--- src/rtl/booth_mul_iter_pkg.sv ---
// Shared definitions for the iterative radix-4 Booth multiplier.
//   - FSM state encoding (IDLE/CALC/DONE)
//   - geometry constants: Booth group count, extended-y register width,
//     product width, step counter width
//   - helper used for early termination (all-0 / all-1 test of the y register)
package booth_mul_iter_pkg;

  localparam int MUL_GROUPS = 17;
  localparam int MUL_YREG_W = 35;
  localparam int MUL_PROD_W = 64;
  localparam int MUL_CNT_W  = 5;

  localparam logic [MUL_CNT_W-1:0] MUL_LAST_CNT = MUL_CNT_W'(MUL_GROUPS - 1);

  typedef enum logic [1:0] {
    ST_IDLE = 2'd0,
    ST_CALC = 2'd1,
    ST_DONE = 2'd2
  } mul_state_e;

  // A y register that is all zeros or all ones selects a zero partial
  // product in every remaining Booth group.
  function automatic logic yreg_uniform(input logic [MUL_YREG_W-1:0] y);
    return (y == '0) || (y == '1);
  endfunction

endpackage

--- src/rtl/booth_mul_iter_booth.sv ---
// Radix-4 Booth partial-product selector.
// Ports:
//   y_2_0     in   3  Booth window {y[2i+1], y[2i], y[2i-1]}
//   exponent  in   5  group position; the selected multiple is shifted left by 2*exponent
//   x_pos     in  64  +x
//   x_neg     in  64  -x
//   x2_pos    in  64  +2x
//   x2_neg    in  64  -2x
//   pp        out 64  selected, shifted partial product
module booth_mul_iter_booth
  import booth_mul_iter_pkg::*;
(
  input  logic        [2:0]            y_2_0,
  input  logic        [4:0]            exponent,
  input  logic signed [MUL_PROD_W-1:0] x_pos,
  input  logic signed [MUL_PROD_W-1:0] x_neg,
  input  logic signed [MUL_PROD_W-1:0] x2_pos,
  input  logic signed [MUL_PROD_W-1:0] x2_neg,
  output logic signed [MUL_PROD_W-1:0] pp
);

  logic signed [MUL_PROD_W-1:0] sel;

  always_comb begin
    case (y_2_0)
      3'b001, 3'b010: sel = x_pos;
      3'b011:         sel = x2_pos;
      3'b100:         sel = x2_neg;
      3'b101, 3'b110: sel = x_neg;
      default:        sel = '0;
    endcase
    pp = sel <<< {exponent, 1'b0};
  end

endmodule

--- src/rtl/booth_mul_iter.sv ---
// Iterative radix-4 Booth multiplier (MUL/MULH/MULHU), one Booth group per cycle.
// Parameters:
//   EARLY_TERM  1: stop as soon as the remaining y bits are uniform; 0: always 17 steps
// Ports:
//   clk         in   1  clock
//   reset       in   1  synchronous active-high reset
//   flush       in   1  cancel in-flight op, result discarded
//   mul_valid   in   1  operand request valid
//   mul_ready   out  1  request can be accepted (IDLE only)
//   mul_signed  in   1  1: signed x signed, 0: unsigned x unsigned
//   mul_x       in  32  multiplicand
//   mul_y       in  32  multiplier
//   res_valid   out  1  product valid, held until res_ready
//   res_ready   in   1  consumer accepts product
//   res_prod    out 64  product {hi, lo}
module booth_mul_iter
  import booth_mul_iter_pkg::*;
#(
  parameter bit EARLY_TERM = 1'b1
) (
  input  logic                  clk,
  input  logic                  reset,
  input  logic                  flush,
  input  logic                  mul_valid,
  output logic                  mul_ready,
  input  logic                  mul_signed,
  input  logic [31:0]           mul_x,
  input  logic [31:0]           mul_y,
  output logic                  res_valid,
  input  logic                  res_ready,
  output logic [MUL_PROD_W-1:0] res_prod
);

  mul_state_e                   state_q, state_d;
  logic [MUL_CNT_W-1:0]         cnt_q, cnt_d;
  logic signed [MUL_PROD_W-1:0] acc_q, acc_d;
  logic [MUL_PROD_W-1:0]        res_prod_q, res_prod_d;
  logic                         res_valid_q, res_valid_d;
  logic                         mul_ready_q, mul_ready_d;
  logic signed [MUL_PROD_W-1:0] x1_q, x1_d;
  logic signed [MUL_PROD_W-1:0] xn1_q, xn1_d;
  logic signed [MUL_PROD_W-1:0] x2_q, x2_d;
  logic signed [MUL_PROD_W-1:0] xn2_q, xn2_d;
  logic [MUL_YREG_W-1:0]        y_q, y_d;

  logic signed [MUL_PROD_W-1:0] x_ext;
  logic                         y_ext;
  logic signed [MUL_PROD_W-1:0] pp;
  logic signed [MUL_PROD_W-1:0] acc_sum;
  logic [MUL_YREG_W-1:0]        y_shift;
  logic                         last_step;

  booth_mul_iter_booth u_booth (
    .y_2_0    (y_q[2:0]),
    .exponent (5'd0),
    .x_pos    (x1_q),
    .x_neg    (xn1_q),
    .x2_pos   (x2_q),
    .x2_neg   (xn2_q),
    .pp       (pp)
  );

  always_comb begin
    x_ext     = mul_signed ? {{32{mul_x[31]}}, mul_x} : {32'd0, mul_x};
    y_ext     = mul_signed & mul_y[31];
    acc_sum   = acc_q + pp;
    y_shift   = {{2{y_q[MUL_YREG_W-1]}}, y_q[MUL_YREG_W-1:2]};
    // With early termination the post-shift register (including the next
    // window) being uniform means all remaining groups contribute zero.
    last_step = (cnt_q == MUL_LAST_CNT) || (EARLY_TERM && yreg_uniform(y_shift));

    state_d     = state_q;
    cnt_d       = cnt_q;
    acc_d       = acc_q;
    res_prod_d  = res_prod_q;
    res_valid_d = res_valid_q;
    mul_ready_d = mul_ready_q;
    x1_d        = x1_q;
    xn1_d       = xn1_q;
    x2_d        = x2_q;
    xn2_d       = xn2_q;
    y_d         = y_q;

    case (state_q)
      ST_IDLE: begin
        if (mul_valid) begin
          state_d     = ST_CALC;
          mul_ready_d = 1'b0;
          x1_d        = x_ext;
          xn1_d       = -x_ext;
          x2_d        = x_ext <<< 1;
          xn2_d       = -(x_ext <<< 1);
          y_d         = {{2{y_ext}}, mul_y, 1'b0};
          acc_d       = '0;
          cnt_d       = '0;
        end
      end
      ST_CALC: begin
        acc_d = acc_sum;
        x1_d  = x1_q <<< 2;
        xn1_d = xn1_q <<< 2;
        x2_d  = x2_q <<< 2;
        xn2_d = xn2_q <<< 2;
        y_d   = y_shift;
        cnt_d = cnt_q + MUL_CNT_W'(1);
        if (last_step) begin
          state_d     = ST_DONE;
          res_valid_d = 1'b1;
          res_prod_d  = acc_sum;
        end
      end
      ST_DONE: begin
        if (res_ready) begin
          state_d     = ST_IDLE;
          res_valid_d = 1'b0;
          mul_ready_d = 1'b1;
        end
      end
      default: begin
        state_d     = ST_IDLE;
        res_valid_d = 1'b0;
        mul_ready_d = 1'b1;
      end
    endcase

    // Flush overrides everything, including a request arriving in IDLE.
    if (flush) begin
      state_d     = ST_IDLE;
      res_valid_d = 1'b0;
      res_prod_d  = '0;
      mul_ready_d = 1'b1;
      acc_d       = '0;
      cnt_d       = '0;
    end
  end

  always_ff @(posedge clk) begin
    if (reset) begin
      state_q     <= ST_IDLE;
      cnt_q       <= '0;
      acc_q       <= '0;
      res_prod_q  <= '0;
      res_valid_q <= 1'b0;
      mul_ready_q <= 1'b1;
    end else begin
      state_q     <= state_d;
      cnt_q       <= cnt_d;
      acc_q       <= acc_d;
      res_prod_q  <= res_prod_d;
      res_valid_q <= res_valid_d;
      mul_ready_q <= mul_ready_d;
    end
    // Operand shift registers are only meaningful while CALC is active.
    x1_q  <= x1_d;
    xn1_q <= xn1_d;
    x2_q  <= x2_d;
    xn2_q <= xn2_d;
    y_q   <= y_d;
  end

  assign mul_ready = mul_ready_q;
  assign res_valid = res_valid_q;
  assign res_prod  = res_prod_q;

endmodule

--- config.mk ---
export PLATFORM = sky130hd
export DESIGN_NAME = booth_mul_iter
export DESIGN_NICKNAME = d
export VERILOG_FILES = /design/src/rtl/booth_mul_iter_pkg.sv /design/src/rtl/booth_mul_iter_booth.sv /design/src/rtl/booth_mul_iter.sv
export SDC_FILE = /design/constraint.sdc
export NUM_CORES = 1
export LEC_CHECK = 0
export ABC_AREA = 1
export CAP_MARGIN = 20
export CORE_MARGIN = 1
export CORE_UTILIZATION = 30
export DETAILED_ROUTE_END_ITERATION = 10
export GPL_TIMING_DRIVEN = 0
export PLACE_DENSITY = 0.57
export SYNTH_ARGS = -nofsm -noshare
export SYNTH_HDL_FRONTEND = slang
export SYNTH_SLANG_ARGS = --single-unit
export TNS_END_PERCENT = 1
--- constraint.sdc ---
create_clock -name clk -period 6.52 [get_ports clk]
set_input_delay 0.652 -clock clk [delete_from_list [all_inputs] [get_ports clk]]
set_output_delay 0.652 -clock clk [all_outputs]
set_load 0.03 [all_outputs]
==> results of run 1 <==
## sequential cells by signal, summed over array words and instances, names as in the netlist
register   cells
state_q        2
y_q           35
xn1_q          3
res_valid      1
cnt_q          5
res_prod      64
xn2_q         61
mul_ready      1
x1_q          62
acc_q         64
x2_q           1
## worst max-delay path by stage
stage | from | endpoint | slack (ns) | cells past startpoint
final | y_q[1]$_DFFE_PP_ | acc_q[60]$_SDFFE_PP0P_ | 1.98 | 17
after floorplan | mul_valid | x1_q[10]$_DFFE_PP_ | 1.81 | 5
after global routing | y_q[1]$_DFFE_PP_ | acc_q[52]$_SDFFE_PP0P_ | 1.79 | 17
after CTS | y_q[1]$_DFFE_PP_ | res_prod[40]$_SDFFE_PP0P_ | 2.10 | 18
after global placement | mul_valid | y_q[25]$_DFFE_PP_ | -0.81 | 6
after detailed placement | y_q[2]$_DFFE_PP_ | res_prod[40]$_SDFFE_PP0P_ | 2.12 | 16
## stage by stage
step                      hold WS, ns  area [um^2]
after floorplan                 0.444        19800
after global placement          0.453        22200
after detailed placement        0.455        22200
after CTS                       0.464        23400
after global routing            0.479        23400
final                           0.462        23400
## metal layers
layer	GRT usage, %	share of wire (%)	up-vias
met5	0	0	-
li1	-	-	9824
met2	33.1	43	680
met4	6.56	2.6	0
met1	29.8	47	8997
met3	3.74	7.5	98
## final cells by class
cell class                 count  area (um^2)
timing repair buffer         136         1380
sequential                   299         7610
inverter                     546         2060
multi-input combinational   2055         9740
fill                        7076        41400
clock buffer                  47         1030
buffer                        99          395
clock inverter                22          155
tap                          855         1070
## worst max-delay path: cells and delay by family (launching register included)
kind            cells  cell delay [ns]
compound gates      2             0.87
fa+ha+maj           1             0.31
buf+inv             4             0.82
flops               1             0.41
simple gates       10             2.01
## power by group through the flow
stage | Clock [uW] | Sequential, uW | Combinational (uW)
6_report | 2050 | 2180 | 1020
5_1_grt | 2160 | 2190 | 1110
4_1_cts | 2100 | 2180 | 991
3_5_place_dp | 0 | 2220 | 987
3_3_place_gp | 0 | 2230 | 982
2_1_floorplan | 0 | 2210 | 606
## cells by family (layout without fill, tap and decap cells)
logic type,count (synthesis),count (layout),synth area share (%)
buf+inv,645,850,12.4
xor+xnor,37,37,1.64
fa+ha+maj,67,67,4.27
flops,299,299,38.4
simple gates,1506,1506,31.0
compound gates,445,445,12.3
## Yosys cell counts, types with 4 or more instances
cell type / n
sky130_fd_sc_hd__o21bai_1: 4
sky130_fd_sc_hd__nor2_1: 201
sky130_fd_sc_hd__nand3_1: 130
sky130_fd_sc_hd__inv_1: 536
sky130_fd_sc_hd__clkbuf_1: 79
sky130_fd_sc_hd__o21ai_0: 182
sky130_fd_sc_hd__nand3b_1: 9
sky130_fd_sc_hd__dfxtp_1: 137
sky130_fd_sc_hd__o21a_1: 6
sky130_fd_sc_hd__ha_1: 66
sky130_fd_sc_hd__inv_2: 9
sky130_fd_sc_hd__buf_1: 6
sky130_fd_sc_hd__and2_1: 9
sky130_fd_sc_hd__o22ai_1: 20
sky130_fd_sc_hd__xor2_1: 36
sky130_fd_sc_hd__o2111ai_1: 18
sky130_fd_sc_hd__edfxtp_1: 162
sky130_fd_sc_hd__nand2_1: 1070
sky130_fd_sc_hd__a21oi_1: 188
sky130_fd_sc_hd__a22oi_1: 4
sky130_fd_sc_hd__nor3_1: 29
sky130_fd_sc_hd__nand2_2: 9
sky130_fd_sc_hd__nand4_1: 30
sky130_fd_sc_hd__buf_2: 13
sky130_fd_sc_hd__o211ai_1: 9
==> results.sh, run 1 <==
export IMPL_outcome="complete, no violations"
export IMPL_place_detailed_instances=3990
export IMPL_power_share_sequential_pct=41.5
export IMPL_worst_endpoint_arrival_ns=5.03
export IMPL_most_area_consuming_cells_after_synthesis="sky130_fd_sc_hd__edfxtp_1, sky130_fd_sc_hd__nand2_1, sky130_fd_sc_hd__dfxtp_1"
export IMPL_drive_gt1_share_pct=3.46
export IMPL_post_synth_inst_count=2999
export IMPL_setup_violations=0
export IMPL_yosysWarnings=0
export IMPL_post_cts_buffers=0
export IMPL_cts_max_path_buffers=3
export IMPL_cp_required_ns=7.02
export IMPL_internal_power_uw=3550
export IMPL_synth_top_cell_by_area="sky130_fd_sc_hd__edfxtp_1"
export IMPL_grt_start_max_net_pins=135
export IMPL_slowest_delay_ns=0.67
export IMPL_detail_route_drc_violations=0
export IMPL_timing_setup_tns_ns=0
export IMPL_synth_sequential_area_ratio_pct=38.4
export IMPL_num_antenna_cells=0
export IMPL_synth_enable_flop_cells=162
export IMPL_synth_nets=3136
export IMPL_hp_class="reg2reg"
export IMPL_primary_ff_master_synth="sky130_fd_sc_hd__edfxtp_1"
export IMPL_cts_root_buffer="sky130_fd_sc_hd__clkbuf_16"
export IMPL_portBuffers=135
export IMPL_synth_async_reset_ratio_pct=0
export IMPL_p_leak_uw=0.0108
export IMPL_clk_pin_slew_ns=0.06
export IMPL_max_cap_viol_count=0
export IMPL_power_density_cell_area_mw_per_mm2=224
export IMPL_finalNetCount=3312
export IMPL_drt_iter0_markers=1971
export IMPL_cts_hold_fix_buffers=0
export IMPL_crit_type="reg2reg"
export IMPL_timing_slew_headroom_pct=28.5
export IMPL_setup_worst_path_start_class="flip-flop"
export IMPL_cts_sinks=299
export IMPL_grt_setup_unrepaired="false"
export IMPL_clock_skew_ns=0.0198
export IMPL_finalCritPeriodShare_pct=69.6
export IMPL_layout_commonest_cell="sky130_fd_sc_hd__nand2_1"
export IMPL_globalRouteTotalUtil_pct=21.3
export IMPL_via_count=19600
export IMPL_die_area_mm2=0.0670
export IMPL_hpwl_mm=56.3
export IMPL_crit_path_cell_trace="nand2_1 > inv_2 > nor3_2 > inv_2 > clkbuf_1 > o21ai_0 > ha_1 > nand2_1 > nor2_1 > inv_1 > nor3_1 > nand2_1 > nor3_1 > nand2_1 > nand3_1 > nand3_1 > a21oi_1"
export IMPL_syn_area_mm2=0.0198
export IMPL_initial_antenna_violation_count=0
export IMPL_crit_top_cell="sky130_fd_sc_hd__nand2_1"
export IMPL_drt_first_pass_iters=6
export IMPL_via_per_inst=4.83
export IMPL_power_frac_comb_pct=19.4
export IMPL_grt_pass1_wl_mm=109
export IMPL_r2r_end="acc_q[60]$_SDFFE_PP0P_"
export IMPL_depth_of_the_worst_register_to_register_path=17
export IMPL_number_of_pins_with_negative_max_slew_slack_in_the_final_report=0
export IMPL_cp_end_kind="flip-flop"
export IMPL_cts_repair_resize_count=0
export IMPL_worst_slew_pin_transition_ns=1.07
export IMPL_chipHeight_um=259
export IMPL_fp_dieW_um=259
export IMPL_ys_ff_latch=299
export IMPL_power_uw=5250
export IMPL_start_util_pct=30.5
export IMPL_worstHoldPathCells=2
export IMPL_gp_congestion=0.980
export IMPL_utilization_pct=36.2
export IMPL_ir_drop_worst_case_vdd_mv=0.163
export IMPL_clock_h_tree_levels=2
export IMPL_totalWireLength_mm=71.6
export IMPL_timing_final_hold_violations=0
export IMPL_p_switching_uw=1700
export IMPL_clkLatencyLatePin_ns=0.58
export IMPL_std_cell_rows=93
export IMPL_rr_startpoint="y_q[1]$_DFFE_PP_"
export IMPL_area_growth_syn_to_layout_pct=18.4
export IMPL_switching_share_of_total_power_pct=32.3
export IMPL_boundaryPins=136
export IMPL_synth_top_area_share_pct=24.6
export IMPL_numCtsBuffers=38
export IMPL_cts_tree="done"
export IMPL_post_synth_cell_area_avg_um2=6.60
export IMPL_crit_path_max_fanout=10
export IMPL_reg2reg_slack_ns=1.98
export IMPL_wl_per_cell_um=17.6
export IMPL_launch_instance_of_the_worst_min_delay_path="res_prod[32]$_SDFFE_PP0P_"
export IMPL_floorplan_core_area_mm2=0.0648
export IMPL_maxClockFrequency_mhz=220
export IMPL_worst_setup_slack_before_clock_tree_synthesis_ns=2.12
export IMPL_grt_remaining_overflow=0
export IMPL_mostFrequentLayoutCells="sky130_fd_sc_hd__nand2_1, sky130_fd_sc_hd__inv_1, sky130_fd_sc_hd__nor2_1"
export IMPL_synthDistinctLibCells=48
export IMPL_postRouteAntennaNets=0
export IMPL_final_cell_count_no_fill=4059
export IMPL_pwr_share_clk_pct=39.1
export IMPL_via_count_of_the_first_global_routing_pass=18400
export IMPL_cp_slowest_cell="sky130_fd_sc_hd__o21ai_0"
export IMPL_final_critical_path_setup_slack_ns=1.98
export IMPL_whs_endpoint="res_prod[32]$_SDFFE_PP0P_"
export IMPL_layout_min_cycle_time_ns=4.54
(Power assumes the default switching activity.)
==> run 2, diff against run 1 <==
==> constraint.sdc (replaced) <==
create_clock -name clk -period 4.2 [get_ports clk]
set_input_delay 0.42 -clock clk [delete_from_list [all_inputs] [get_ports clk]]
set_output_delay 0.42 -clock clk [all_outputs]
set_load 0.03 [all_outputs]
==> run 2 against run 1 <==
Against the previous run:
- sequential cell count stayed put
- critical path depth is 3 higher
- maximum frequency is 14% higher
- sequential power is 55% higher
- total power is 53% higher
- clock power is 49% higher
==> results.sh, run 2 (synthesized netlist as in run 1, its figures left out) <==
export IMPL_timing_slew_headroom_pct=30.1
export IMPL_boundaryPins=136
export IMPL_area_growth_syn_to_layout_pct=18.7
export IMPL_layout_commonest_cell="sky130_fd_sc_hd__nand2_1"
export IMPL_maxClockFrequency_mhz=251
export IMPL_max_cap_viol_count=0
export IMPL_clock_skew_ns=0.0190
export IMPL_path_buf_inv=6
export IMPL_postRouteAntennaNets=0
export IMPL_hp_class="reg2reg"
export IMPL_chipHeight_um=259
export IMPL_cts_root_buffer="sky130_fd_sc_hd__clkbuf_16"
export IMPL_globalRouteTotalUtil_pct=21.0
export IMPL_std_cell_rows=93
export IMPL_design_area_mm2=0.0235
export IMPL_number_of_pins_with_negative_max_slew_slack_in_the_final_report=0
export IMPL_crit_path_cell_trace="inv_1 > nor3_4 > inv_1 > clkbuf_2 > o21ai_1 > ha_1 > nand2_1 > inv_1 > nand2_1 > nand2_1 > nand2_1 > nand2_1 > inv_1 > nand2_1 > a21oi_1 > nand3_1 > nand2_1 > nand2_1 > nand2_1 > inv_1"
export IMPL_layout_min_cycle_time_ns=3.98
export IMPL_gp_congestion=0.972
export IMPL_layout_filler_cells=7052
export IMPL_cp_end_kind="flip-flop"
export IMPL_clk_pin_slew_ns=0.06
export IMPL_clock_h_tree_levels=2
export IMPL_num_antenna_cells=0
export IMPL_detail_route_drc_violations=0
export IMPL_floorplan_core_area_mm2=0.0648
export IMPL_timing_final_hold_violations=0
export IMPL_finalNetCount=3314
export IMPL_drive_gt1_share_pct=4.12
export IMPL_power_density_cell_area_mw_per_mm2=342
export IMPL_initial_antenna_violation_count=1
export IMPL_worst_slew_pin_transition_ns=1.05
export IMPL_numCtsBuffers=36
export IMPL_cp_slowest_cell="sky130_fd_sc_hd__edfxtp_1"
export IMPL_grt_util_met3_pct=3.40
export IMPL_finalCritPeriodShare_pct=94.8
export IMPL_crit_top_cell="sky130_fd_sc_hd__nand2_1"
export IMPL_grt_start_max_net_pins=43
export IMPL_hpwl_mm=56.3
export IMPL_cts_tree="done"
export IMPL_crit_type="reg2reg"
export IMPL_totalWireLength_mm=71.0
export IMPL_outcome="complete, no violations"
export IMPL_groute_layer_met1_usage_pct=29.7
export IMPL_die_area_mm2=0.0670
export IMPL_cp_required_ns=4.68
export IMPL_start_util_pct=30.5
export IMPL_cts_max_path_buffers=3
export IMPL_fin_worst_hold_slack_ns=0.463
export IMPL_slowest_delay_ns=0.48
export IMPL_via_per_inst=4.85
export IMPL_via_count_of_the_first_global_routing_pass=18100
export IMPL_cts_sinks=299
export IMPL_utilization_pct=36.2
export IMPL_worst_endpoint_arrival_ns=4.46
export IMPL_grt_pass1_wl_mm=107
export IMPL_drt_iter0_markers=2067
export IMPL_via_count=19700
export IMPL_crit_path_max_fanout=10
export IMPL_timing_setup_tns_ns=0
export IMPL_portBuffers=135
export IMPL_dpl_instance_area_mm2=0.0223
export IMPL_critPathTopFamily="simple AND/OR/NAND/NOR gates"
export IMPL_wl_per_cell_um=17.5
export IMPL_mostFrequentLayoutCells="sky130_fd_sc_hd__nand2_1, sky130_fd_sc_hd__inv_1, sky130_fd_sc_hd__nor2_1"
export IMPL_clkLatencyLatePin_ns=0.58
export IMPL_drt_first_pass_iters=6
export IMPL_setup_violations=0
export IMPL_p_leak_uw=0.0109
export IMPL_ir_drop_worst_case_vdd_mv=0.249
export IMPL_grt_remaining_overflow=0
export IMPL_setup_worst_path_start_class="flip-flop"
export IMPL_fp_dieW_um=259
export IMPL_grt_met2_usage_pct=32.8
export IMPL_most_utilized_layer_in_the_global_route_result="met2"
==> run 2: cell types whose count changed in the layout (fill, tap and decap cells not counted), moves of 3 or more <==
cell,change
sky130_fd_sc_hd__clkinv_2,-4
sky130_fd_sc_hd__o21ai_2,+3
sky130_fd_sc_hd__clkbuf_1,-9
sky130_fd_sc_hd__o21ai_1,+13
sky130_fd_sc_hd__inv_6,-3
sky130_fd_sc_hd__o21ai_0,-16
sky130_fd_sc_hd__buf_12,+4
sky130_fd_sc_hd__clkbuf_2,+14
==> run 2: final timing paths <==
check                            startpoint                        end  slack (ns)  cells past startpoint
setup / recovery           y_q[2]$_DFFE_PP_  res_prod[51]$_SDFFE_PP0P_        0.22                     20
setup reg to reg           y_q[2]$_DFFE_PP_  res_prod[51]$_SDFFE_PP0P_        0.22                     20
hold reg to reg   res_prod[21]$_SDFFE_PP0P_  res_prod[21]$_SDFFE_PP0P_        0.46                      2
hold / removal    res_prod[21]$_SDFFE_PP0P_  res_prod[21]$_SDFFE_PP0P_        0.46                      2
==> run 2: cell type report <==
class	count	area (um^2)	share of cell area (%)
inverters	546	2050	8.74
multi-input cells	2055	9780	41.7
plain buffers	99	423	1.80
well taps	855	1070	4.55
flip-flops and latches	299	7610	32.4
repair buffers	140	1440	6.13
clock inverters	14	104	0.442
clock buffers	51	1010	4.29
==> run 2: repair_timing <==
action	in CTS	in global routing
buffers inserted	0	1
gates resized for setup	5	61
pin swaps	0	1
hold buffers	0	0
endpoints found under the setup margin	18	94
==> run 2: stage by stage <==
step	instances	power, uW	worst slack, ns
2_1_floorplan	2999	4360	0.394
3_3_place_gp	3989	4970	-2.26
3_5_place_dp	3993	4980	-0.147
4_1_cts	4058	8030	-0.0103
5_1_grt	4059	8360	-0.00184
6_report	4059	8030	0.217
==> run 2: where the power goes <==
| group | switching, uW | internal [uW] |
|---|---|---|
| Combinational | 1130 | 466 |
| Sequential | 97.2 | 3290 |
| Clock | 1350 | 1690 |
==> run 2: metal layers <==
metal  share of wire, %  up-vias
li1                   -     9831
met1                 46     9022
met2                 43      714
met3                8.1       98
met4                2.4        2
met5              0.018        -
==> run 2: worst min-delay path, stage by stage, from the launching register on <==
cell and delay, ns:
sky130_fd_sc_hd__dfxtp_1 0.31, sky130_fd_sc_hd__nand2_1 0.06, sky130_fd_sc_hd__a21oi_1 0.05
